## src/rtl/pipeline_hazard_ctrl_if.sv

```systemverilog
// Signal bundle between the pipeline datapath and the hazard controller.
// The datapath (master) presents stage fields; the controller (slave) returns pipeline controls.
interface pipeline_hazard_ctrl_if;
   logic        id_valid;
   logic [4:0]  id_rs;
   logic [4:0]  id_rt;
   logic        id_uses_rt;
   logic        ex_valid;
   logic [4:0]  ex_rs;
   logic [4:0]  ex_rt;
   logic        ex_memread;
   logic        ex_mem_access;
   logic        ex_branch_taken;
   logic        wb_regwrite;
   logic [4:0]  wb_wr_regnum;
   logic [4:0]  ex_memread_dst;
   logic        dmem_ack;
   logic        pc_en;
   logic        ifid_en;
   logic        ifid_flush;
   logic        idex_en;
   logic        idex_flush;
   logic        fwd_a;
   logic        fwd_b;
   logic        dmem_req;
   logic [15:0] stall_count;
   logic [1:0]  state;
   logic        mem_timeout;

   modport master (
      output id_valid, id_rs, id_rt, id_uses_rt,
      output ex_valid, ex_rs, ex_rt, ex_memread, ex_mem_access, ex_branch_taken,
      output wb_regwrite, wb_wr_regnum, ex_memread_dst, dmem_ack,
      input  pc_en, ifid_en, ifid_flush, idex_en, idex_flush,
      input  fwd_a, fwd_b, dmem_req, stall_count, state, mem_timeout
   );

   modport slave (
      input  id_valid, id_rs, id_rt, id_uses_rt,
      input  ex_valid, ex_rs, ex_rt, ex_memread, ex_mem_access, ex_branch_taken,
      input  wb_regwrite, wb_wr_regnum, ex_memread_dst, dmem_ack,
      output pc_en, ifid_en, ifid_flush, idex_en, idex_flush,
      output fwd_a, fwd_b, dmem_req, stall_count, state, mem_timeout
   );
endinterface

```

## src/rtl/pipeline_hazard_ctrl.sv

```systemverilog
// Hazard/stall controller for a 5-stage pipeline: load-use bubbles, branch flushes,
// data-memory wait handling with timeout-to-halt, WB forwarding and a stall counter.
module pipeline_hazard_ctrl #(
   parameter int INIT_CYCLES = 2,
   parameter int MEM_TIMEOUT = 255
) (
   input logic                   clk,
   input logic                   reset,
   pipeline_hazard_ctrl_if.slave hz
);

   typedef enum logic [1:0] {
      INIT     = 2'd0,
      RUN      = 2'd1,
      MEM_WAIT = 2'd2,
      HALT     = 2'd3
   } state_t;

   localparam logic [3:0] INIT_LAST  = 4'(INIT_CYCLES - 1);
   localparam logic [7:0] WAIT_LIMIT = 8'(MEM_TIMEOUT);

   state_t      cur_state;
   logic [3:0]  init_cnt;
   logic [7:0]  wait_cnt;
   logic [15:0] stall_count;
   logic        mem_timeout;

   logic hazard;
   logic mem_busy;
   logic mem_stall;
   logic pc_en, ifid_en, ifid_flush, idex_en, idex_flush, dmem_req;

   assign hazard = hz.id_valid & hz.ex_valid & hz.ex_memread & (hz.ex_memread_dst != 5'd0) &
                   ((hz.ex_memread_dst == hz.id_rs) |
                    (hz.id_uses_rt & (hz.ex_memread_dst == hz.id_rt)));

   assign mem_busy  = hz.ex_valid & hz.ex_mem_access & ~hz.dmem_ack;

   // In RUN a stall starts only on an outstanding access; once in MEM_WAIT only the ack releases it.
   assign mem_stall = ((cur_state == RUN) & mem_busy) | ((cur_state == MEM_WAIT) & ~hz.dmem_ack);

   always_comb begin
      pc_en      = 1'b0;
      ifid_en    = 1'b0;
      ifid_flush = 1'b0;
      idex_en    = 1'b0;
      idex_flush = 1'b0;
      dmem_req   = 1'b0;
      case (cur_state)
         INIT: begin
            ifid_flush = 1'b1;
            idex_flush = 1'b1;
         end
         RUN, MEM_WAIT: begin
            dmem_req = hz.ex_valid & hz.ex_mem_access;
            if (mem_stall) begin
               pc_en = 1'b0;
            end else if (hz.ex_branch_taken) begin
               pc_en      = 1'b1;
               ifid_en    = 1'b1;
               idex_en    = 1'b1;
               ifid_flush = 1'b1;
               idex_flush = 1'b1;
            end else if (hazard) begin
               idex_en    = 1'b1;
               idex_flush = 1'b1;
            end else begin
               pc_en   = 1'b1;
               ifid_en = 1'b1;
               idex_en = 1'b1;
            end
         end
         default: pc_en = 1'b0;
      endcase
   end

   // State, flush/wait counters, stall statistics and the sticky timeout flag.
   always_ff @(posedge clk or negedge reset) begin
      if (!reset) begin
         cur_state   <= INIT;
         init_cnt    <= 4'd0;
         wait_cnt    <= 8'd0;
         stall_count <= 16'd0;
         mem_timeout <= 1'b0;
      end else begin
         if (((cur_state == RUN) || (cur_state == MEM_WAIT)) && !pc_en && (stall_count != 16'hFFFF))
            stall_count <= stall_count + 16'd1;
         case (cur_state)
            INIT: begin
               if (init_cnt == INIT_LAST) begin
                  cur_state <= RUN;
                  init_cnt  <= 4'd0;
               end else begin
                  init_cnt <= init_cnt + 4'd1;
               end
            end
            RUN: begin
               if (mem_busy) begin
                  cur_state <= MEM_WAIT;
                  wait_cnt  <= 8'd1;
               end
            end
            MEM_WAIT: begin
               if (hz.dmem_ack) begin
                  cur_state <= RUN;
                  wait_cnt  <= 8'd0;
               end else if (wait_cnt >= WAIT_LIMIT) begin
                  cur_state   <= HALT;
                  mem_timeout <= 1'b1;
               end else begin
                  wait_cnt <= wait_cnt + 8'd1;
               end
            end
            default: mem_timeout <= 1'b1;
         endcase
      end
   end

   assign hz.pc_en       = pc_en;
   assign hz.ifid_en     = ifid_en;
   assign hz.ifid_flush  = ifid_flush;
   assign hz.idex_en     = idex_en;
   assign hz.idex_flush  = idex_flush;
   assign hz.dmem_req    = dmem_req;
   assign hz.fwd_a       = hz.wb_regwrite & (hz.wb_wr_regnum != 5'd0) & (hz.wb_wr_regnum == hz.ex_rs);
   assign hz.fwd_b       = hz.wb_regwrite & (hz.wb_wr_regnum != 5'd0) & (hz.wb_wr_regnum == hz.ex_rt);
   assign hz.stall_count = stall_count;
   assign hz.state       = cur_state;
   assign hz.mem_timeout = mem_timeout;

endmodule

```

## src/flat_wrapper.sv

```systemverilog
// flat-port wrapper written by rule: the top's interface ports become plain ports
module pipeline_hazard_ctrl_flat 
#(
   parameter int INIT_CYCLES = 2,
   parameter int MEM_TIMEOUT = 255
)
  (clk, reset, hz_id_valid, hz_id_rs, hz_id_rt, hz_id_uses_rt, hz_ex_valid, hz_ex_rs, hz_ex_rt, hz_ex_memread, hz_ex_mem_access, hz_ex_branch_taken, hz_wb_regwrite, hz_wb_wr_regnum, hz_ex_memread_dst, hz_dmem_ack, hz_pc_en, hz_ifid_en, hz_ifid_flush, hz_idex_en, hz_idex_flush, hz_fwd_a, hz_fwd_b, hz_dmem_req, hz_stall_count, hz_state, hz_mem_timeout);
  pipeline_hazard_ctrl_if hz_i ();
  input logic clk;
  input logic reset;
  input wire logic [$bits(hz_i.id_valid)-1:0] hz_id_valid;
  input wire logic [$bits(hz_i.id_rs)-1:0] hz_id_rs;
  input wire logic [$bits(hz_i.id_rt)-1:0] hz_id_rt;
  input wire logic [$bits(hz_i.id_uses_rt)-1:0] hz_id_uses_rt;
  input wire logic [$bits(hz_i.ex_valid)-1:0] hz_ex_valid;
  input wire logic [$bits(hz_i.ex_rs)-1:0] hz_ex_rs;
  input wire logic [$bits(hz_i.ex_rt)-1:0] hz_ex_rt;
  input wire logic [$bits(hz_i.ex_memread)-1:0] hz_ex_memread;
  input wire logic [$bits(hz_i.ex_mem_access)-1:0] hz_ex_mem_access;
  input wire logic [$bits(hz_i.ex_branch_taken)-1:0] hz_ex_branch_taken;
  input wire logic [$bits(hz_i.wb_regwrite)-1:0] hz_wb_regwrite;
  input wire logic [$bits(hz_i.wb_wr_regnum)-1:0] hz_wb_wr_regnum;
  input wire logic [$bits(hz_i.ex_memread_dst)-1:0] hz_ex_memread_dst;
  input wire logic [$bits(hz_i.dmem_ack)-1:0] hz_dmem_ack;
  output wire logic [$bits(hz_i.pc_en)-1:0] hz_pc_en;
  output wire logic [$bits(hz_i.ifid_en)-1:0] hz_ifid_en;
  output wire logic [$bits(hz_i.ifid_flush)-1:0] hz_ifid_flush;
  output wire logic [$bits(hz_i.idex_en)-1:0] hz_idex_en;
  output wire logic [$bits(hz_i.idex_flush)-1:0] hz_idex_flush;
  output wire logic [$bits(hz_i.fwd_a)-1:0] hz_fwd_a;
  output wire logic [$bits(hz_i.fwd_b)-1:0] hz_fwd_b;
  output wire logic [$bits(hz_i.dmem_req)-1:0] hz_dmem_req;
  output wire logic [$bits(hz_i.stall_count)-1:0] hz_stall_count;
  output wire logic [$bits(hz_i.state)-1:0] hz_state;
  output wire logic [$bits(hz_i.mem_timeout)-1:0] hz_mem_timeout;
  assign hz_i.id_valid = hz_id_valid;
  assign hz_i.id_rs = hz_id_rs;
  assign hz_i.id_rt = hz_id_rt;
  assign hz_i.id_uses_rt = hz_id_uses_rt;
  assign hz_i.ex_valid = hz_ex_valid;
  assign hz_i.ex_rs = hz_ex_rs;
  assign hz_i.ex_rt = hz_ex_rt;
  assign hz_i.ex_memread = hz_ex_memread;
  assign hz_i.ex_mem_access = hz_ex_mem_access;
  assign hz_i.ex_branch_taken = hz_ex_branch_taken;
  assign hz_i.wb_regwrite = hz_wb_regwrite;
  assign hz_i.wb_wr_regnum = hz_wb_wr_regnum;
  assign hz_i.ex_memread_dst = hz_ex_memread_dst;
  assign hz_i.dmem_ack = hz_dmem_ack;
  assign hz_pc_en = hz_i.pc_en;
  assign hz_ifid_en = hz_i.ifid_en;
  assign hz_ifid_flush = hz_i.ifid_flush;
  assign hz_idex_en = hz_i.idex_en;
  assign hz_idex_flush = hz_i.idex_flush;
  assign hz_fwd_a = hz_i.fwd_a;
  assign hz_fwd_b = hz_i.fwd_b;
  assign hz_dmem_req = hz_i.dmem_req;
  assign hz_stall_count = hz_i.stall_count;
  assign hz_state = hz_i.state;
  assign hz_mem_timeout = hz_i.mem_timeout;
  pipeline_hazard_ctrl #(.INIT_CYCLES(INIT_CYCLES), .MEM_TIMEOUT(MEM_TIMEOUT)) u_core (.clk(clk), .reset(reset), .hz(hz_i));
endmodule
```

## config.mk

```make
export PLATFORM = sky130hd
export DESIGN_NAME = pipeline_hazard_ctrl_flat
export DESIGN_NICKNAME = d
export VERILOG_FILES = /design/src/rtl/pipeline_hazard_ctrl_if.sv /design/src/rtl/pipeline_hazard_ctrl.sv /design/src/flat_wrapper.sv
export SDC_FILE = /design/constraint.sdc
export NUM_CORES = 1
export LEC_CHECK = 0
export CORE_ASPECT_RATIO = 1.75
export CORE_MARGIN = 1.5
export CORE_UTILIZATION = 43
export CTS_BUF_LIST = sky130_fd_sc_hd__clkbuf_4
export CTS_CLUSTER_DIAMETER = 40
export CTS_CLUSTER_SIZE = 14
export DETAILED_ROUTE_END_ITERATION = 12
export PLACE_DENSITY = 0.88
export SLEW_MARGIN = 25
export SYNTH_ARGS = -nofsm -noshare
export SYNTH_HDL_FRONTEND = slang
export SYNTH_SLANG_ARGS = --single-unit
```

## constraint.sdc

```tcl
create_clock -name clk -period 1.85 [get_ports clk]
set_input_delay 0.4625 -clock clk [delete_from_list [all_inputs] [get_ports clk]]
set_output_delay 0.4625 -clock clk [all_outputs]
set_load 0.02 [all_outputs]
```

==> run_results.csv, run 1 <==
group,metric,value,unit
synth,synth_seq_cells,31,
pwr,cellPowerDensity,914,mW/mm2
route,drc,0,
synth,yosysWarningCount,0,
global_route,antenna_found_initial,0,
global_route,grt_max_degree,32,
timing,whs,0.469,ns
synth,yosysTopAreaCell,"dfrtp_1",
synth,synth_cells,209,
setup_path,crit_end,"hz_ifid_en",
timing,min_period,2.23,ns
status,violations,"setup timing",
global_route,grt_overflow,0,
setup_path,worstSetupEndpointType,"primary output",
synth,synth-main-ff-cell,"dfrtp_1",
pwr,power_switching,1.23,mW
timing,clock_skew,0.0201,ns
setup_path,cp.required,1.39,ns
timing,fmax,448,MHz
setup_path,r2r-end,"u_core.hz.stall_count[15]$_DFFE_PN0P_",
route,wl_per_cell,16.4,um
setup_path,r2r-start,"u_core.hz.state[1]$_DFFE_PN0P_",
setup_path,critPathLaunch,"u_core.hz.state[1]$_DFFE_PN0P_",
placed_design,numPortBuffers,66,
clock_network,cts_buffers,5,
synth,syn_area_per_cell,9.47,um2
floorplanning,fp.dieArea,0.00503,mm2
global_route,grtUsageTotal,23.8,%
timing,slew_violations,0,
setup_path,critPathMaxFanout,4,
clock_network,root_buffer,"clkbuf_4",
finish,nNetsFinal,365,
finish,layout_common_cells,"43 x buf_4, 27 x dlygate4sd2_1, 27 x dfrtp_1, 24 x xor2_1, 17 x o21ai_0",
floorplanning,io_pins,67,
pwr,clkPwrFrac,12.9,%
synth,synth.distinct_cells,43,
status,status,"finished with violations",
pwr,seq_power_share,28.4,%
timing,setup_viol,22,
global_route,grt_pass1_wl,8910,um
floorplanning,chipHeight,92.8,um
setup_path,arrival,1.77,ns
placed_design,dp.final_hpwl,4130,um
finish,n_antenna_cell,0,
floorplanning,start_util,44.9,%
placed_design,globalplace.congestion,0.807,
setup_path,r2r_slack,-0.21,ns
route,viasPerCell,5.55,
route,wl,6060,um
pwr,fin_total_pwr,2.98,mW
synth,synth_area,0.00198,mm2
setup_path,r2r_cells,10,
floorplanning,chipWidth,54.3,um
pwr,p_comb_share,58.6,%
setup_path,worst-setup-path-type,"flop to primary output",
floorplanning,core,0.00440,mm2
setup_path,startpoint_type,"flop",
timing,hold_viol_final,0,
finish,final_layout_size_suffix_gt1_share,39.2,%
synth,synth_edf_count,0,
setup_path,crit_chain,"inv_2 -> ha_2 -> a31oi_4 -> nor2_2 -> nor2b_4 -> a21boi_4 -> buf_6",
timing,tightest_slew,0.399,ns
finish,final_cells,370,
clock_network,cts_max_path_buffers,2,
job,cap_violations,0,
placed_design,dp_cells,358,
synth,synth_fp_nets,256,
floorplanning,num_rows,32,
pwr,irDropWorstVdd,0.908,mV
timing,setup_slack,-0.381,ns
synth,ys_async_sr_fraction,100,%
finish,syn_to_final_growth,64.7,%
route,dr.pass1.iters,4,
timing,rsz0062_at_grt,"yes",
setup_path,crit_slowest_cell,"dfrtp_2",
finish,final_common_cell,"buf_4",
route,vias,2055,
pwr,p_sw_share,41.3,%
pwr,total_leakage_power,1.57,nW
setup_path,crit_path_max_incr_delay,0.42,ns
clock_network,holdBufCountCts,0,
pwr,p_int,1.75,mW
clock_network,clk_latency,0.34,ns
route,drtIter0Drc,42,
route,ant_nets,0,
synth,synth_top_area_share,39.2,%
clock_network,clk_pin_slew_worst_paths,0.11,ns
synth,seq_area_frac_synth,39.2,%
global_route,grt_pass1_vias,2096,
clock_network,cts_tree,"built",
timing,max_slew_margin,73.4,%
worst_hold_path,hold_path.class,"flop to flop",
clock_network,h-tree-depth,2,
synth,synthTopCellsByArea,"dfrtp_1 39%, xor2_1 12%, o21ai_0 5.1%",
timing,timing.final.crit_share,121,%
clock_network,clkSinkCount,31,
[metrics by stage]
step	setup TNS [ns]	utilization (%)	instance area (um2)	worst slack, ns
2_1_floorplan	-0.462	-	2040	-0.189
3_3_place_gp	-22.10	68.4	3010	-1.11
3_5_place_dp	-23.08	68.4	3010	-1.22
4_1_cts	-3.94	70.5	3100	-0.368
5_1_grt	-5.53	74.0	3260	-0.452
6_report	-3.75	74.0	3260	-0.381
[cells in the mapped netlist (2+ instances only)]
cell / n
inv_1: 7
a21oi_1: 4
nand3_1: 15
xnor2_1: 10
clkbuf_1: 2
xor2_1: 26
o21ai_0: 20
nand2_1: 13
ha_1: 7
and3_1: 4
nor4_1: 4
nand2b_1: 5
a31oi_1: 3
o31ai_1: 3
nor2b_1: 3
dfrtp_1: 31
nand4_1: 2
nor3_1: 11
nor2_1: 12
mux2_2: 4
[repair_timing]
action,CTS,global route
gates cloned,1,0
setup endpoints to repair,41,28
buffers inserted,6,1
pin swaps,23,18
gates resized for setup,133,40
[critical path, delay by kind of cell (launching register included)]
family                     cells  cell delay, ns
and+or+nand+nor                2            0.24
AOI/OAI and AO/OA              2            0.35
buffers and inverters          2            0.21
DFF                            1            0.42
adders and majority gates      1            0.20
[routing by layer]
metal | track usage [%] | wire length, um | vias up
met2 | 45.5 | 3450 | 86
met3 | 3.23 | 331 | 19
met4 | 8.96 | 213 | 0
met5 | 0 | 0 | -
met1 | 23.8 | 2070 | 987
li1 | - | - | 963
[registers in the layout (all words and copies together) (netlist names)]
name and flops:
u_core.hz.mem_timeout 1, u_core.hz.stall_count 16, u_core.hz.state 2, u_core.init_cnt 4, u_core.wait_cnt 8
[final cells by class]
class                      instances  area [um2]
clock buffer                       6        45.0
clock inverter                     2        8.76
fill                             280        1140
inverter                           7        26.3
multi-input combinational        166        1440
sequential                        31         781
tap                               51        63.8
timing repair buffer             107         900
[cells by family after synthesis]
kind of cell | after synthesis | synth area share (%)
compound gates | 39 | 12.6
xor+xnor | 36 | 15.9
fa+ha+maj | 7 | 4.42
buf+inv | 13 | 3.10
flops | 31 | 39.2
mux | 4 | 2.28
simple gates | 79 | 22.5
[power by group through the flow]
stage | Sequential (mW) | Combinational (mW) | Clock [mW]
2_1_floorplan | 0.942 | 0.774 | 0
3_3_place_gp | 0.847 | 1.57 | 0
3_5_place_dp | 0.856 | 1.61 | 0
4_1_cts | 0.842 | 1.64 | 0.397
5_1_grt | 0.863 | 1.89 | 0.413
6_report | 0.848 | 1.75 | 0.386
[worst min-delay path by stage]
stage / from / endpoint / slack, ns / cells after the start
detailed placement: u_core.hz.mem_timeout$_DFFE_PN0P_ / u_core.hz.mem_timeout$_DFFE_PN0P_ / 0.45 / 1
floorplan: reset / u_core.hz.mem_timeout$_DFFE_PN0P_ / 0.17 / 0
finish: u_core.hz.mem_timeout$_DFFE_PN0P_ / u_core.hz.mem_timeout$_DFFE_PN0P_ / 0.47 / 1
global placement: u_core.hz.mem_timeout$_DFFE_PN0P_ / u_core.hz.mem_timeout$_DFFE_PN0P_ / 0.44 / 1
global route: u_core.hz.mem_timeout$_DFFE_PN0P_ / u_core.hz.mem_timeout$_DFFE_PN0P_ / 0.48 / 1
CTS: u_core.hz.mem_timeout$_DFFE_PN0P_ / u_core.hz.mem_timeout$_DFFE_PN0P_ / 0.47 / 1
No activity file was read; power rests on OpenSTA's default activity.
==> run 2: changes to the inputs <==
- ABC_AREA: not set -> 0
==> results of run 2 <==
Final layout, timing and power as in run 1 (identical DEF).
==> run 3: changes to the inputs <==
- MAX_ROUTING_LAYER: not set -> met4
==> run_results.csv, run 3 (same netlist as run 1, synthesis figures left out) <==
group,metric,value,unit
timing,fmax,448,MHz
pwr,total_leakage_power,1.57,nW
timing,setup_viol,22,
finish,largest-register,"u_core.hz.stall_count",
global_route,grt_pass1_wl,8950,um
finish,final_common_cell,"buf_4",
finish,n_antenna_cell,0,
setup_path,critPathMaxFanout,4,
global_route,antenna_found_initial,0,
floorplanning,start_util,44.9,%
timing,rsz0062_at_grt,"yes",
worst_hold_path,whs_endpoint,"u_core.hz.mem_timeout$_DFFE_PN0P_",
placed_design,dp.final_hpwl,4130,um
finish,reg_top3,"u_core.hz.stall_count (16), u_core.wait_cnt (8), u_core.init_cnt (4)",
finish,layout_common_cells,"43 x buf_4, 27 x dlygate4sd2_1, 27 x dfrtp_1, 24 x xor2_1, 17 x o21ai_0",
finish,nNetsFinal,365,
placed_design,globalplace.congestion,0.818,
placed_design,numPortBuffers,66,
placed_design,place_ws,-1.22,ns
status,status,"finished with violations",
clock_network,root_buffer,"clkbuf_4",
worst_hold_path,hold_path.class,"flop to flop",
timing,clock_skew,0.0191,ns
floorplanning,chipWidth,54.3,um
global_route,grt_overflow,0,
setup_path,cp.required,1.39,ns
setup_path,r2r-end,"u_core.hz.stall_count[15]$_DFFE_PN0P_",
setup_path,arrival,1.77,ns
timing,slew_violations,0,
placed_design,dp_cells,358,
setup_path,crit_chain,"inv_2 -> ha_2 -> a31oi_4 -> nor2_2 -> nor2b_4 -> a21boi_4 -> buf_6",
finish,syn_to_final_growth,64.7,%
clock_network,holdBufCountCts,0,
pwr,fin_total_pwr,2.98,mW
setup_path,r2r_slack,-0.21,ns
floorplanning,io_pins,67,
timing,whs,0.469,ns
setup_path,r2r_cells,10,
setup_path,startpoint_type,"flop",
pwr,cellPowerDensity,915,mW/mm2
route,drc,0,
route,wl_per_cell,16.4,um
setup_path,r2r-start,"u_core.hz.state[1]$_DFFE_PN0P_",
finish,final_layout_size_suffix_gt1_share,39.2,%
timing,max_slew_margin,73.4,%
clock_network,clk_pin_slew_worst_paths,0.11,ns
floorplanning,chipHeight,92.8,um
worst_hold_path,min_from,"u_core.hz.mem_timeout$_DFFE_PN0P_",
route,dr.pass1.iters,4,
worst_hold_path,hold_path_depth,1,
setup_path,worstSetupEndpointType,"primary output",
timing,fin_setup_tns,-3.81,ns
clock_network,clkSinkCount,31,
clock_network,cts_tree,"built",
route,ant_nets,0,
setup_path,worst-setup-path-type,"flop to primary output",
floorplanning,num_rows,32,
clock_network,cts_max_path_buffers,2,
global_route,grtUsageTotal,24.5,%
timing,min_period,2.23,ns
clock_network,clk_latency,0.33,ns
setup_path,critPathLaunch,"u_core.hz.state[1]$_DFFE_PN0P_",
timing,timing.final.crit_share,121,%
clock_network,h-tree-depth,2,
finish,largest_reg_flops,16,
route,drtIter0Drc,43,
pwr,irDropWorstVdd,0.908,mV
timing,tightest_slew,0.399,ns
finish,final_cells,370,
floorplanning,core,0.00440,mm2
setup_path,crit_path_max_incr_delay,0.42,ns
floorplanning,fp.dieArea,0.00503,mm2
route,wl,6070,um
global_route,grt_pass1_vias,2089,
clock_network,cts_buffers,5,
setup_path,crit_slowest_cell,"dfrtp_2",
global_route,grt_max_degree,32,
timing,hold_viol_final,0,
route,vias,2069,
timing,setup_slack,-0.383,ns
job,cap_violations,0,
status,violations,"setup timing",
route,viasPerCell,5.59,
==> run 3: cell counts in the layout (fill, tap and decap cells not counted) <==
Identical to the previous run, type by type.
==> run 3: worst max path at each step <==
stage	end	slack, ns	cells past startpoint
after floorplan	hz_pc_en	-0.19	7
after global placement	hz_idex_flush	-1.11	8
after detailed placement	hz_idex_flush	-1.22	8
after CTS	hz_ifid_en	-0.37	7
after global routing	hz_ifid_flush	-0.45	8
final	hz_ifid_en	-0.38	7
==> run 3: what timing repair did <==
item                       4_1_cts  5_1_grt
gates cloned                     1        0
setup endpoints to repair       41       28
gates resized for setup        133       40
setup buffers                    6        1
pin swaps                       23       18
==> run 3: cell type report <==
type | instances | area (um2)
Clock buffer | 6 | 45.0
Clock inverter | 2 | 8.76
Fill cell | 280 | 1140
Inverter | 7 | 26.3
Multi-Input combinational cell | 166 | 1440
Sequential cell | 31 | 781
Tap cell | 51 | 63.8
Timing Repair Buffer | 107 | 900
==> run 3: through the flow <==
stage	utilization, %	instance area, um2
final	74.0	3260
after global routing	74.0	3260
after CTS	70.5	3100
after detailed placement	68.4	3010
after global placement	68.4	3010
after floorplan	-	2040
==> run 3: worst max-delay path: cells and delay by family, from the launching register on <==
kind                     cells  cell delay [ns]
AND/OR/NAND/NOR              2             0.24
flip-flops                   1             0.42
adder cells (fa/ha/maj)      1             0.20
buffers and inverters        2             0.21
AO/OA/AOI/OAI                2             0.35
==> run 3: per-layer routing <==
layer  share of wire, %  vias to the layer above  GRT usage, %  routed length (um)
met5                  0                        -             -                   0
met4                3.5                        0          8.96                 213
met3                5.3                       19          3.23                 323
li1                   -                      965             -                   -
met2                 56                       88          45.3                3430
met1                 35                      997          24.4                2100
==> run 3: where the power goes <==
part / switching, mW / internal (mW) / total (mW)
combinational: 0.923 / 0.827 / 1.75
sequential: 0.0828 / 0.766 / 0.848
clock: 0.228 / 0.157 / 0.385
